[config.mk]
export PLATFORM = sky130hd
export DESIGN_NAME = huffman_decoder_flat
export DESIGN_NICKNAME = d
export VERILOG_FILES = /design/src/rtl/huffman_pkg.sv /design/src/rtl/huffman_decoder_if.sv /design/src/rtl/huffman_code_table.sv /design/src/rtl/huffman_decoder.sv /design/src/flat_wrapper.sv
export SDC_FILE = /design/constraint.sdc
export NUM_CORES = 2
export LEC_CHECK = 0
export CELL_PAD_IN_SITES_DETAIL_PLACEMENT = 1
export CELL_PAD_IN_SITES_GLOBAL_PLACEMENT = 1
export CORE_MARGIN = 4
export CORE_UTILIZATION = 47
export DETAILED_ROUTE_END_ITERATION = 10
export GPL_ROUTABILITY_DRIVEN = 0
export HOLD_SLACK_MARGIN = 0.1
export PLACE_DENSITY_LB_ADDON = 0.1
export SLEW_MARGIN = 20
export SYNTH_ARGS = -nofsm -noshare
export SYNTH_HDL_FRONTEND = slang
export SYNTH_HIERARCHICAL = 1
export SYNTH_SLANG_ARGS = --single-unit
[constraint.sdc]
create_clock -name clock -period 7.1 [get_ports clock]
set_input_delay 1.42 -clock clock [delete_from_list [all_inputs] [get_ports clock]]
set_output_delay 1.42 -clock clock [all_outputs]
set_load 0.02 [all_outputs]
[src/rtl/huffman_pkg.sv]
// Shared constants, table-entry field offsets, FSM state type and
// the per-entry prefix-match helper for the Huffman decoder.
package huffman_pkg;

    localparam int SYM_W  = 6;
    localparam int CODE_W = 8;
    localparam int LEN_W  = 4;
    localparam int WORD_W = 32;
    localparam int BUF_W  = 64;
    localparam int FILL_W = 7;
    localparam int N_ENT  = 64;

    // Table-entry write word layout
    localparam int ENT_ADDR_LSB = 0;
    localparam int ENT_LEN_LSB  = 6;
    localparam int ENT_CODE_LSB = 10;

    // Control write word layout
    localparam int CTRL_BIT  = 31;
    localparam int CTRL_CLR  = 0;
    localparam int CTRL_INV  = 1;
    localparam int CTRL_STAT = 2;

    typedef enum logic [1:0] {
        IDLE   = 2'd0,
        DECODE = 2'd1,
        WAIT   = 2'd2,
        ERROR  = 2'd3
    } state_e;

    // True when the top len bits of the buffer equal code[len-1:0].
    // Lengths outside 1..8 and lengths above the buffered fill never hit.
    function automatic logic prefix_hit(
        input logic [CODE_W-1:0] code,
        input logic [LEN_W-1:0]  len,
        input logic [CODE_W-1:0] top,
        input logic [FILL_W-1:0] fill
    );
        logic [LEN_W-1:0]  sh;
        logic [CODE_W-1:0] mask;
        sh   = LEN_W'(CODE_W) - len;
        mask = {CODE_W{1'b1}} >> sh;
        return (len != '0)
            && (len <= LEN_W'(CODE_W))
            && (FILL_W'(len) <= fill)
            && ((top >> sh) == (code & mask));
    endfunction

endpackage

[src/rtl/huffman_decoder_if.sv]
// Avalon-MM slave and symbol-stream signals of the Huffman decoder.
// Ports: chipselect/write/writedata/read/readdata, encoded_in/enable_in/
// ready_out, symbol_out/symbol_valid/error_out. slave = decoder side.
interface huffman_decoder_if;
    import huffman_pkg::*;

    logic              chipselect;
    logic              write;
    logic [WORD_W-1:0] writedata;
    logic              read;
    logic [WORD_W-1:0] readdata;
    logic [WORD_W-1:0] encoded_in;
    logic              enable_in;
    logic              ready_out;
    logic [SYM_W-1:0]  symbol_out;
    logic              symbol_valid;
    logic              error_out;

    modport slave (
        input  chipselect, write, writedata, read,
        input  encoded_in, enable_in,
        output readdata, ready_out,
        output symbol_out, symbol_valid, error_out
    );

    modport master (
        output chipselect, write, writedata, read,
        output encoded_in, enable_in,
        input  readdata, ready_out,
        input  symbol_out, symbol_valid, error_out
    );

endinterface

[src/rtl/huffman_code_table.sv]
// 64-entry code table (8-bit code, 4-bit length, valid bit) with a
// parallel prefix match against the buffer head; lowest address wins.
// Ports: clock, resetn, write port (wr_*), inval_all, top_bits, fill
// in; hit, hit_addr, hit_len out.
module huffman_code_table
    import huffman_pkg::*;
(
    input  logic              clock,
    input  logic              resetn,
    input  logic              wr_en,
    input  logic [SYM_W-1:0]  wr_addr,
    input  logic [CODE_W-1:0] wr_code,
    input  logic [LEN_W-1:0]  wr_len,
    input  logic              inval_all,
    input  logic [CODE_W-1:0] top_bits,
    input  logic [FILL_W-1:0] fill,
    output logic              hit,
    output logic [SYM_W-1:0]  hit_addr,
    output logic [LEN_W-1:0]  hit_len
);

    logic [CODE_W-1:0] code_q [N_ENT];
    logic [LEN_W-1:0]  len_q  [N_ENT];
    logic [N_ENT-1:0]  vld_q;
    logic [N_ENT-1:0]  vld_d;
    logic [N_ENT-1:0]  match;

    always_comb begin
        vld_d = vld_q;
        if (inval_all) begin
            vld_d = '0;
        end
        if (wr_en) begin
            vld_d[wr_addr] = 1'b1;
        end
    end

    always_ff @(posedge clock) begin
        if (!resetn) begin
            vld_q <= '0;
        end else begin
            vld_q <= vld_d;
        end
    end

    // Entry payload needs no reset: the valid bit gates it.
    always_ff @(posedge clock) begin
        if (wr_en) begin
            code_q[wr_addr] <= wr_code;
            len_q[wr_addr]  <= wr_len;
        end
    end

    always_comb begin
        match = '0;
        for (int i = 0; i < N_ENT; i++) begin
            match[i] = vld_q[i]
                && prefix_hit(code_q[i], len_q[i], top_bits, fill);
        end
    end

    // Scan downward so the lowest matching address is the last write.
    always_comb begin
        hit      = 1'b0;
        hit_addr = '0;
        hit_len  = '0;
        for (int i = N_ENT - 1; i >= 0; i--) begin
            if (match[i]) begin
                hit      = 1'b1;
                hit_addr = SYM_W'(i);
                hit_len  = len_q[i];
            end
        end
    end

endmodule

[src/rtl/huffman_decoder.sv]
// Table-driven Huffman decoder: 64-bit MSB-aligned bit buffer fed by
// 32-bit words, one symbol per cycle, Avalon-MM table load and status.
// Ports: clock, resetn, bus (huffman_decoder_if.slave).
// Optional HUFF_DEC_STATS_EN adds a 16-bit symbol counter in readdata.
module huffman_decoder
    import huffman_pkg::*;
(
    input  logic          clock,
    input  logic          resetn,
    huffman_decoder_if.slave bus
);

    state_e            state_q, state_d;
    logic [BUF_W-1:0]  buf_q, buf_d, buf_mid;
    logic [FILL_W-1:0] fill_q, fill_d, fill_mid;
    logic              err_q, err_d;
    logic              ovf_q, ovf_d;
    logic [SYM_W-1:0]  sym_q, sym_d;
    logic              symv_q, symv_d;
    logic [WORD_W-1:0] rdata_q, rdata_d;
    logic [15:0]       stat;

    logic              wr, rd, ctrl_wr, ent_wr;
    logic              ctrl_clr, ctrl_inv;
    logic              ready, accept, drop, do_dec;
    logic              hit;
    logic [SYM_W-1:0]  hit_addr;
    logic [LEN_W-1:0]  hit_len;
    logic              wd_unused;

    assign wr       = bus.chipselect & bus.write;
    assign rd       = bus.chipselect & bus.read;
    assign ctrl_wr  = wr & bus.writedata[CTRL_BIT];
    assign ent_wr   = wr & ~bus.writedata[CTRL_BIT];
    assign ctrl_clr = ctrl_wr & bus.writedata[CTRL_CLR];
    assign ctrl_inv = ctrl_wr & bus.writedata[CTRL_INV];

    assign ready  = (fill_q <= FILL_W'(WORD_W)) && (state_q != ERROR);
    assign accept = bus.enable_in & ready;
    assign drop   = bus.enable_in & ~ready;
    assign do_dec = (state_q == DECODE) & hit;

    assign wd_unused = ^{bus.writedata[30:18], bus.writedata[CTRL_STAT]};

    huffman_code_table u_table (
        .clock     (clock),
        .resetn    (resetn),
        .wr_en     (ent_wr),
        .wr_addr   (bus.writedata[ENT_ADDR_LSB +: SYM_W]),
        .wr_code   (bus.writedata[ENT_CODE_LSB +: CODE_W]),
        .wr_len    (bus.writedata[ENT_LEN_LSB +: LEN_W]),
        .inval_all (ctrl_inv),
        .top_bits  (buf_q[BUF_W-1 -: CODE_W]),
        .fill      (fill_q),
        .hit       (hit),
        .hit_addr  (hit_addr),
        .hit_len   (hit_len)
    );

    always_comb begin
        buf_mid  = buf_q;
        fill_mid = fill_q;
        if (do_dec) begin
            buf_mid  = buf_q << hit_len;
            fill_mid = fill_q - FILL_W'(hit_len);
        end

        // New word lands directly below whatever survives the consume.
        buf_d  = buf_mid;
        fill_d = fill_mid;
        if (accept) begin
            buf_d  = buf_mid
                   | ({bus.encoded_in, {WORD_W{1'b0}}} >> fill_mid);
            fill_d = fill_mid + FILL_W'(WORD_W);
        end

        state_d = state_q;
        err_d   = err_q;
        ovf_d   = ovf_q | drop;
        symv_d  = do_dec;
        sym_d   = do_dec ? hit_addr : sym_q;

        unique case (state_q)
            IDLE: begin
                if (accept) state_d = DECODE;
            end
            DECODE: begin
                if (do_dec) begin
                    if (fill_d == '0) state_d = IDLE;
                end else if (fill_q >= FILL_W'(CODE_W)) begin
                    state_d = ERROR;
                    err_d   = 1'b1;
                end else if (!accept) begin
                    state_d = WAIT;
                end
            end
            WAIT: begin
                if (accept || ent_wr) state_d = DECODE;
            end
            ERROR: begin
                state_d = ERROR;
            end
        endcase

        if (ctrl_clr) begin
            buf_d   = '0;
            fill_d  = '0;
            err_d   = 1'b0;
            ovf_d   = 1'b0;
            state_d = IDLE;
        end

        rdata_d = rdata_q;
        if (rd) begin
            rdata_d = {err_q, ovf_q, fill_q, 7'b0, stat};
        end
    end

    always_ff @(posedge clock) begin
        if (!resetn) begin
            state_q <= IDLE;
            buf_q   <= '0;
            fill_q  <= '0;
            err_q   <= 1'b0;
            ovf_q   <= 1'b0;
            sym_q   <= '0;
            symv_q  <= 1'b0;
            rdata_q <= '0;
        end else begin
            state_q <= state_d;
            buf_q   <= buf_d;
            fill_q  <= fill_d;
            err_q   <= err_d;
            ovf_q   <= ovf_d;
            sym_q   <= sym_d;
            symv_q  <= symv_d;
            rdata_q <= rdata_d;
        end
    end

`ifdef HUFF_DEC_STATS_EN
    logic [15:0] cnt_q, cnt_d;

    always_comb begin
        cnt_d = cnt_q + 16'(symv_d);
        if (ctrl_wr && bus.writedata[CTRL_STAT]) begin
            cnt_d = '0;
        end
    end

    always_ff @(posedge clock) begin
        if (!resetn) begin
            cnt_q <= '0;
        end else begin
            cnt_q <= cnt_d;
        end
    end

    assign stat = cnt_q;
`else
    assign stat = '0;
`endif

    assign bus.readdata     = rdata_q;
    assign bus.ready_out    = ready;
    assign bus.symbol_out   = sym_q;
    assign bus.symbol_valid = symv_q;
    assign bus.error_out    = err_q;

endmodule

[src/flat_wrapper.sv]
// flat-port wrapper written by rule: the top's interface ports become plain ports
module huffman_decoder_flat import huffman_pkg::*;
  (clock, resetn, bus_chipselect, bus_write, bus_writedata, bus_read, bus_encoded_in, bus_enable_in, bus_readdata, bus_ready_out, bus_symbol_out, bus_symbol_valid, bus_error_out);
  huffman_decoder_if bus_i ();
  input  logic clock;
  input  logic resetn;
  input wire logic [$bits(bus_i.chipselect)-1:0] bus_chipselect;
  input wire logic [$bits(bus_i.write)-1:0] bus_write;
  input wire logic [$bits(bus_i.writedata)-1:0] bus_writedata;
  input wire logic [$bits(bus_i.read)-1:0] bus_read;
  input wire logic [$bits(bus_i.encoded_in)-1:0] bus_encoded_in;
  input wire logic [$bits(bus_i.enable_in)-1:0] bus_enable_in;
  output wire logic [$bits(bus_i.readdata)-1:0] bus_readdata;
  output wire logic [$bits(bus_i.ready_out)-1:0] bus_ready_out;
  output wire logic [$bits(bus_i.symbol_out)-1:0] bus_symbol_out;
  output wire logic [$bits(bus_i.symbol_valid)-1:0] bus_symbol_valid;
  output wire logic [$bits(bus_i.error_out)-1:0] bus_error_out;
  assign bus_i.chipselect = bus_chipselect;
  assign bus_i.write = bus_write;
  assign bus_i.writedata = bus_writedata;
  assign bus_i.read = bus_read;
  assign bus_i.encoded_in = bus_encoded_in;
  assign bus_i.enable_in = bus_enable_in;
  assign bus_readdata = bus_i.readdata;
  assign bus_ready_out = bus_i.ready_out;
  assign bus_symbol_out = bus_i.symbol_out;
  assign bus_symbol_valid = bus_i.symbol_valid;
  assign bus_error_out = bus_i.error_out;
  huffman_decoder u_core (.clock(clock), .resetn(resetn), .bus(bus_i));
endmodule
==> impl_results.md <==
- XOR/XNOR Fraction of Synth Area: just under 8%
- Final Core Density: a little under three fifths
- Num CTS Buffers: approximately 110
- Most instantiated library cell after synthesis: edfxtp_1
- Drc violations: 0
- Drt pass-1 iters: 5
- Largest family of logic cells by synthesized area: multiplexers
- Clock skew: between 0.03 and 0.04 ns
- Cell Area, Synth: ~77000 um^2
- Worst hold path class: reg2reg
- Max Cap Violations: 0
- CTS root buf: clkbuf_16
- Initial Utilization: a little under half
- FF+latch count, synth: roughly 920
- Synth top area share: between 30 and 40%
- Htree depth: 3
- DP Area: between 80000 and 90000 um^2
- Minimum clock period: 7.09 ns
- Most frequent cells after synthesis: edfxtp_1 (768), mux2i_1 (579), nand2_1 (556), ha_1 (512), xnor2_1 (466)
- Total grt overflow: 0
- Synth Area per Inst: a little under 10 um^2
- Synth warnings: 6
- Die Span Y: between 400 and 500 um
- Final hold vios: 0
- Critical hold path startpoint: u_core/bus.readdata[31]
- Post-synth ARST share: 0%
- DRT iter0 DRCs: approximately 6.7k
- Detail Route Antenna Nets: 0
- Main synth FF type: edfxtp_1
- Leak pwr: approximately 35 nW
- Synth Area in Simple Gates: between 10% and 20%
- Final-report setup violation count: 0
- CTS tree: done
- Mux cell area share after synthesis: around 15%
- Worst Max-Slew Pin Slew: 1.18 ns
- Syn-to-layout area delta: 18.8%
- Multi-input gate area: between 40000 and 50000 um^2
- RSZ-0062 raised after global routing: yes
- Fmax: 141 MHz
- Syn Inst Count: about 7.8k
- Hold Buf Count CTS: 0
- CP Launch Point: u_core/u_table/len_q[33][0]
- Reg2reg start: u_core/u_table/len_q[33][0]
- Number of synthesized flops with an enable pin: 768
- Post-synth top area cell: edfxtp_1
- Compound-Gate Fraction of Synth Area: roughly 15%
- Slew Viols, Final: 0
- Arrival time at the worst endpoint: ~8 ns
- Vias per Instance: about 6.4
- Finished Cell Area: 91100 um^2
- Final HPWL DP: 206000 um
- Routed vias: roughly 70k
- P per Cell Area: between 150 and 200 nW/um^2
- Overall power: 14.4 mW
- FF+latch area: 26200 um^2
- Drt total wl: a little over 300000 um
- Final Cycle Share: 99.9%
- Layout Cells excl Fill: approximately 11k
- Layout net count: 8986
- Row cnt: between 100 and 150
- Crit-path max FO: 10
- CP Class: reg2reg
- FILL cells: between 15k and 20k
- Wirelength per Cell: 28.3 um
- IR drop worst, VDD: between 0.15 and 0.2 mV
- Worst-Skew Late Latency: approximately 0.76 ns
- Cells after DPL: between 10k and 15k
- Clk buf depth: 3
- Initial antenna violation count: 21
- Slowest-stage cell, CP: or4_1
- Largest net degree at the start of global routing: 100
- CP max stage delay: about 0.58 ns
- Post-synthesis sequential area ratio: about 34%
- Worst setup EP type: flop
- Main area contributors after synthesis: edfxtp_1 (30%), ha_1 (8.4%), mux2i_1 (7.6%)
- I/O pins: around 110
- Number of global-route vias before repair: about 70k
- All-Layer GR Usage: 34.1%
- Crit path required time: between 7 and 8 ns
- CTS Sinks: between 900 and 1k
- Clock slew at reported path FFs: about 0.070 ns
- Chip Width: between 400 and 500 um
- Core Area: 162000 um^2
- Crit start category: flop
- Unique masters post-synth: 120
- Post-Synth Adder-Cell Area: 8.38%
- Die ar.: about 170000 um^2
- Status: finished clean
- Global-route wire length before repair: 443000 um
- Port-buffer cells: 74
- Normalized max-slew margin: between 20% and 30%
- Layout cell share with drive strength beyond 1: a little over a fifth
[through the flow]
| step | setup TNS (ns) | setup WS (ns) | hold slack, ns |
|---|---|---|---|
| 2_1_floorplan | 0 | 0.0403 | 0.436 |
| 3_3_place_gp | -34.20 | -0.706 | 0.446 |
| 3_5_place_dp | -39.08 | -0.784 | 0.451 |
| 4_1_cts | 0 | 0.00515 | 0.458 |
| 5_1_grt | -2.95 | -0.163 | 0.480 |
| 6_report | 0 | 0.00662 | 0.454 |
[flip-flops by register name (all words and copies together) (netlist names), 2 cells and up]
register and count:
u_core/bus.readdata 9, u_core/u_table/code_q 512, u_core/u_table/vld_q 64, u_core/state_q 2, u_core/u_table/len_q 256, u_core/buf_q 64, u_core/bus.symbol_out 6, u_core/fill_q 7
[worst max-delay path: cells and delay by family, from the launching register on]
family	cells	cell delay, ns
adder cells (fa/ha/maj)	4	1.30
AND/OR/NAND/NOR	4	1.05
multiplexers	7	1.46
AO/OA/AOI/OAI	7	1.62
flip-flops	1	0.40
XOR/XNOR	1	0.09
buffers and inverters	8	1.08
[power by group]
part | switching, mW | total [mW] | internal, mW
clock | 2.48 | 5.97 | 3.50
combinational | 1.46 | 2.44 | 0.978
sequential | 0.0767 | 5.98 | 5.90
[logic make-up after synthesis]
| kind of cell | Yosys count |
|---|---|
| AOI/OAI and AO/OA | 1648 |
| xor gates and xnor gates | 680 |
| adders and majority gates | 513 |
| buffers and inverters | 943 |
| DFF | 923 |
| muxes | 872 |
| other | 1 |
| and+or+nand+nor | 2175 |
[cells in the final DEF (no fill, tap or decap), types with 44 or more instances in the layout]
| cell type | instances |
|---|---|
| nand2b_1 | 168 |
| o21ai_0 | 277 |
| nor2b_1 | 237 |
| nand4_1 | 93 |
| nor3_1 | 185 |
| o211ai_1 | 89 |
| or3_1 | 45 |
| inv_1 | 368 |
| a31oi_1 | 94 |
| dfxtp_1 | 146 |
| mux2i_1 | 510 |
| o21a_1 | 90 |
| edfxtp_1 | 768 |
| clkbuf_1 | 45 |
| buf_12 | 57 |
| mux2_2 | 54 |
| xnor2_1 | 464 |
| o2111ai_1 | 44 |
| nand3_1 | 163 |
| clkdlybuf4s50_1 | 61 |
| a21oi_1 | 360 |
| a211oi_1 | 91 |
| buf_4 | 932 |
| ha_1 | 486 |
| o22ai_1 | 87 |
| clkbuf_16 | 120 |
| mux2i_2 | 58 |
| xor2_1 | 212 |
| mux4_2 | 221 |
| nor2_2 | 51 |
| nor2_1 | 367 |
| nand2_1 | 553 |
[layout make-up]
type / instances / share of cell area, %
Antenna cell: 5 / 0.0137
Clock inverter: 38 / 0.460
Multi-Input combinational cell: 5911 / 52.6
Tap cell: 2175 / 2.99
Sequential cell: 923 / 28.7
Timing Repair Buffer: 1072 / 9.98
Clock buffer: 177 / 3.62
Inverter: 381 / 1.59
[worst paths after layout]
| kind | endpoint | slack, ns | cells after the start |
|---|---|---|---|
| max reg2reg | u_core/buf_q[3] | 0.007 | 31 |
| min | u_core/bus.readdata[31] | 0.45 | 2 |
| max | u_core/buf_q[3] | 0.007 | 31 |
| min reg2reg | u_core/bus.readdata[31] | 0.45 | 2 |
[timing repair]
| item | in CTS | in global routing |
|---|---|---|
| pin swaps | 8 | 30 |
| setup endpoints to repair | 65 | 65 |
| gates cloned | 0 | 3 |
| resized for setup | 59 | 212 |
| buffers inserted | 8 | 31 |
[layer usage]
| layer | routed length [um] | GRT usage [%] | up-vias |
|---|---|---|---|
| met5 | 27 | 0 | - |
| met4 | 13600 | 14.1 | 4 |
| met1 | 126000 | 45.8 | 35000 |
| met2 | 139000 | 54.8 | 2743 |
| li1 | - | - | 30200 |
| met3 | 23700 | 5.43 | 639 |
Note: power is estimated with default switching activity, not from simulation.
==> edit: new RTL, same settings <==
Take the reset off `buf_q` and `rdata_q` and load them in a clocked block of their own.
--- a/src/rtl/huffman_decoder.sv
+++ b/src/rtl/huffman_decoder.sv
@@ -121,3 +121,2 @@
             state_q <= IDLE;
-            buf_q   <= '0;
             fill_q  <= '0;
@@ -127,6 +126,4 @@
             symv_q  <= 1'b0;
-            rdata_q <= '0;
         end else begin
             state_q <= state_d;
-            buf_q   <= buf_d;
             fill_q  <= fill_d;
@@ -136,4 +133,8 @@
             symv_q  <= symv_d;
-            rdata_q <= rdata_d;
         end
+    end
+
+    always_ff @(posedge clock) begin
+        buf_q   <= buf_d;
+        rdata_q <= rdata_d;
     end
Function: changed (Yosys sat finds a counterexample within 4 cycles, from zero or initial values and one cycle with resetn low; the reset may be asserted at any time).
==> edit against the unedited design <==
- the flow now finishes with violations (negative setup slack)
- largest power group is now the clock network
- total power is 18% higher
- highest routed layer unchanged
- via count rose by 1.9%
- core utilization up 1.0 points
- wire length rose by 2.2%
- setup slack worse by 220 ps
- sequential power is 3% higher
- final area rose by 1.9%
- hold slack got worse by 2.1 ps
- sequential cell count did not move
- area after synthesis hardly changed
- non-clock buffer count is 182 higher
- clock power up 3.4%
- critical path depth fell by 1
- maximum frequency decreased by 2.9%
==> edit: results (changes against the unedited design) <==
Final Net Count=9,159 (+1.9%); antenna violations before repair=18 (-14%); Net Sw Frac=31.5% (+3.6 points); setup ws final=-209 ps (-215 ps); Placed Area=0.0869 sq mm (+1.5%); Finish-stage setup viols=37 (+37); Slew HR=18.4% (-3.0 points); final setup skew=40.6 ps (+8.00 ps); layout cell share with drive strength beyond 1=23.4% (+2.0 points); pwr/cell area=183 mW/mm^2 (+16%); placed cells=10,567 (+1.4%); Multi-input gate area=0.0481 sq mm (+0.32%); Max IR drop VDD=0.208 mV (+13%); gr usage total=35.1% (+1.0 points); final-layout fill cell count=17,916 (+0.75%); mux contribution to synthesized area=14.9% (-0.35 points); pre-CTS setup slack=-841 ps (-56.6 ps); Synth Area in XOR/XNOR=7.78% (+0.014 points); RR Startpoint=u_core/u_table/len_q[27][0]$_DFFE_PP_; Post-CTS Resized=129 (+120%); register area=0.0263 sq mm (+0.36%); met3 WL=25.8 mm (+8.8%); R2R setup slack=-210 ps (-220 ps); met2 WL=141 mm (+1.4%); DR pass1 iterations=6 (+1); Post-Syn Instances=7,740 (-0.19%); Synth Area in Compound Gates=15.1% (+0.44 points); Post-synth EDFFs=777 (+1.2%); synth top area cells=edfxtp_1, ha_1, mux2i_1; vias per cell=6.44 (+0.27%); failing checks=negative setup slack; worst hold start=u_core/ovf_q$_SDFF_PP0_; M1 WL=128 mm (+1.6%); Clock-cell share=4.16% (+0.076 points); WHS Endpoint=u_core/bus.readdata[30]$_DFFE_PP_; max incr delay on CP=540 ps (-40 ps); fraction of area in multi-input gates=51.8% (-0.82 points); Non-CTS buffers=1,254 (+17%); setup bufs post-CTS=32 (+24); pin count of the biggest net entering global routing=113 (+13%); GR met3 Demand/Resource=5.95% (+0.53 points); status=complete, but fails checks; HPWL after detailed placement=213 mm (+3.6%); Critical Path AT=7930 ps (+160 ps); Worst Setup EP=u_core/buf_q[17]$_SDFF_PP0_
[edit: cell types whose count changed in the layout (fill, tap and decap cells not counted), moves of 10 or more]
| cell | change |
|---|---|
| buf_4 | +180 |
| mux2i_2 | -31 |
| nor2_2 | -19 |
| clkbuf_1 | -17 |
| inv_1 | -17 |
| nor2_1 | +14 |
| a21oi_1 | +13 |
| a211oi_1 | -11 |
| nand3_1 | -11 |
| o21ai_0 | -11 |
| dfxtp_1 | -10 |
| mux2i_1 | +10 |
[edit: worst reg2reg max path: cells and delay by family (launching register included)]
family                     cells  cell delay (ps)
buffers and inverters          8             1070
and+or+nand+nor                4              800
muxes                          3              760
DFF                            1              420
xor gates and xnor gates       1              120
AOI/OAI and AO/OA             10             2760
adders and majority gates      4             1210
[edit: through the flow]
stage               hold slack, ps  utilization, %
detailed placement             437            53.4
CTS                            452            56.4
finish                         452            57.1
global placement               429            53.4
global route                   468            57.1
floorplan                      409               -
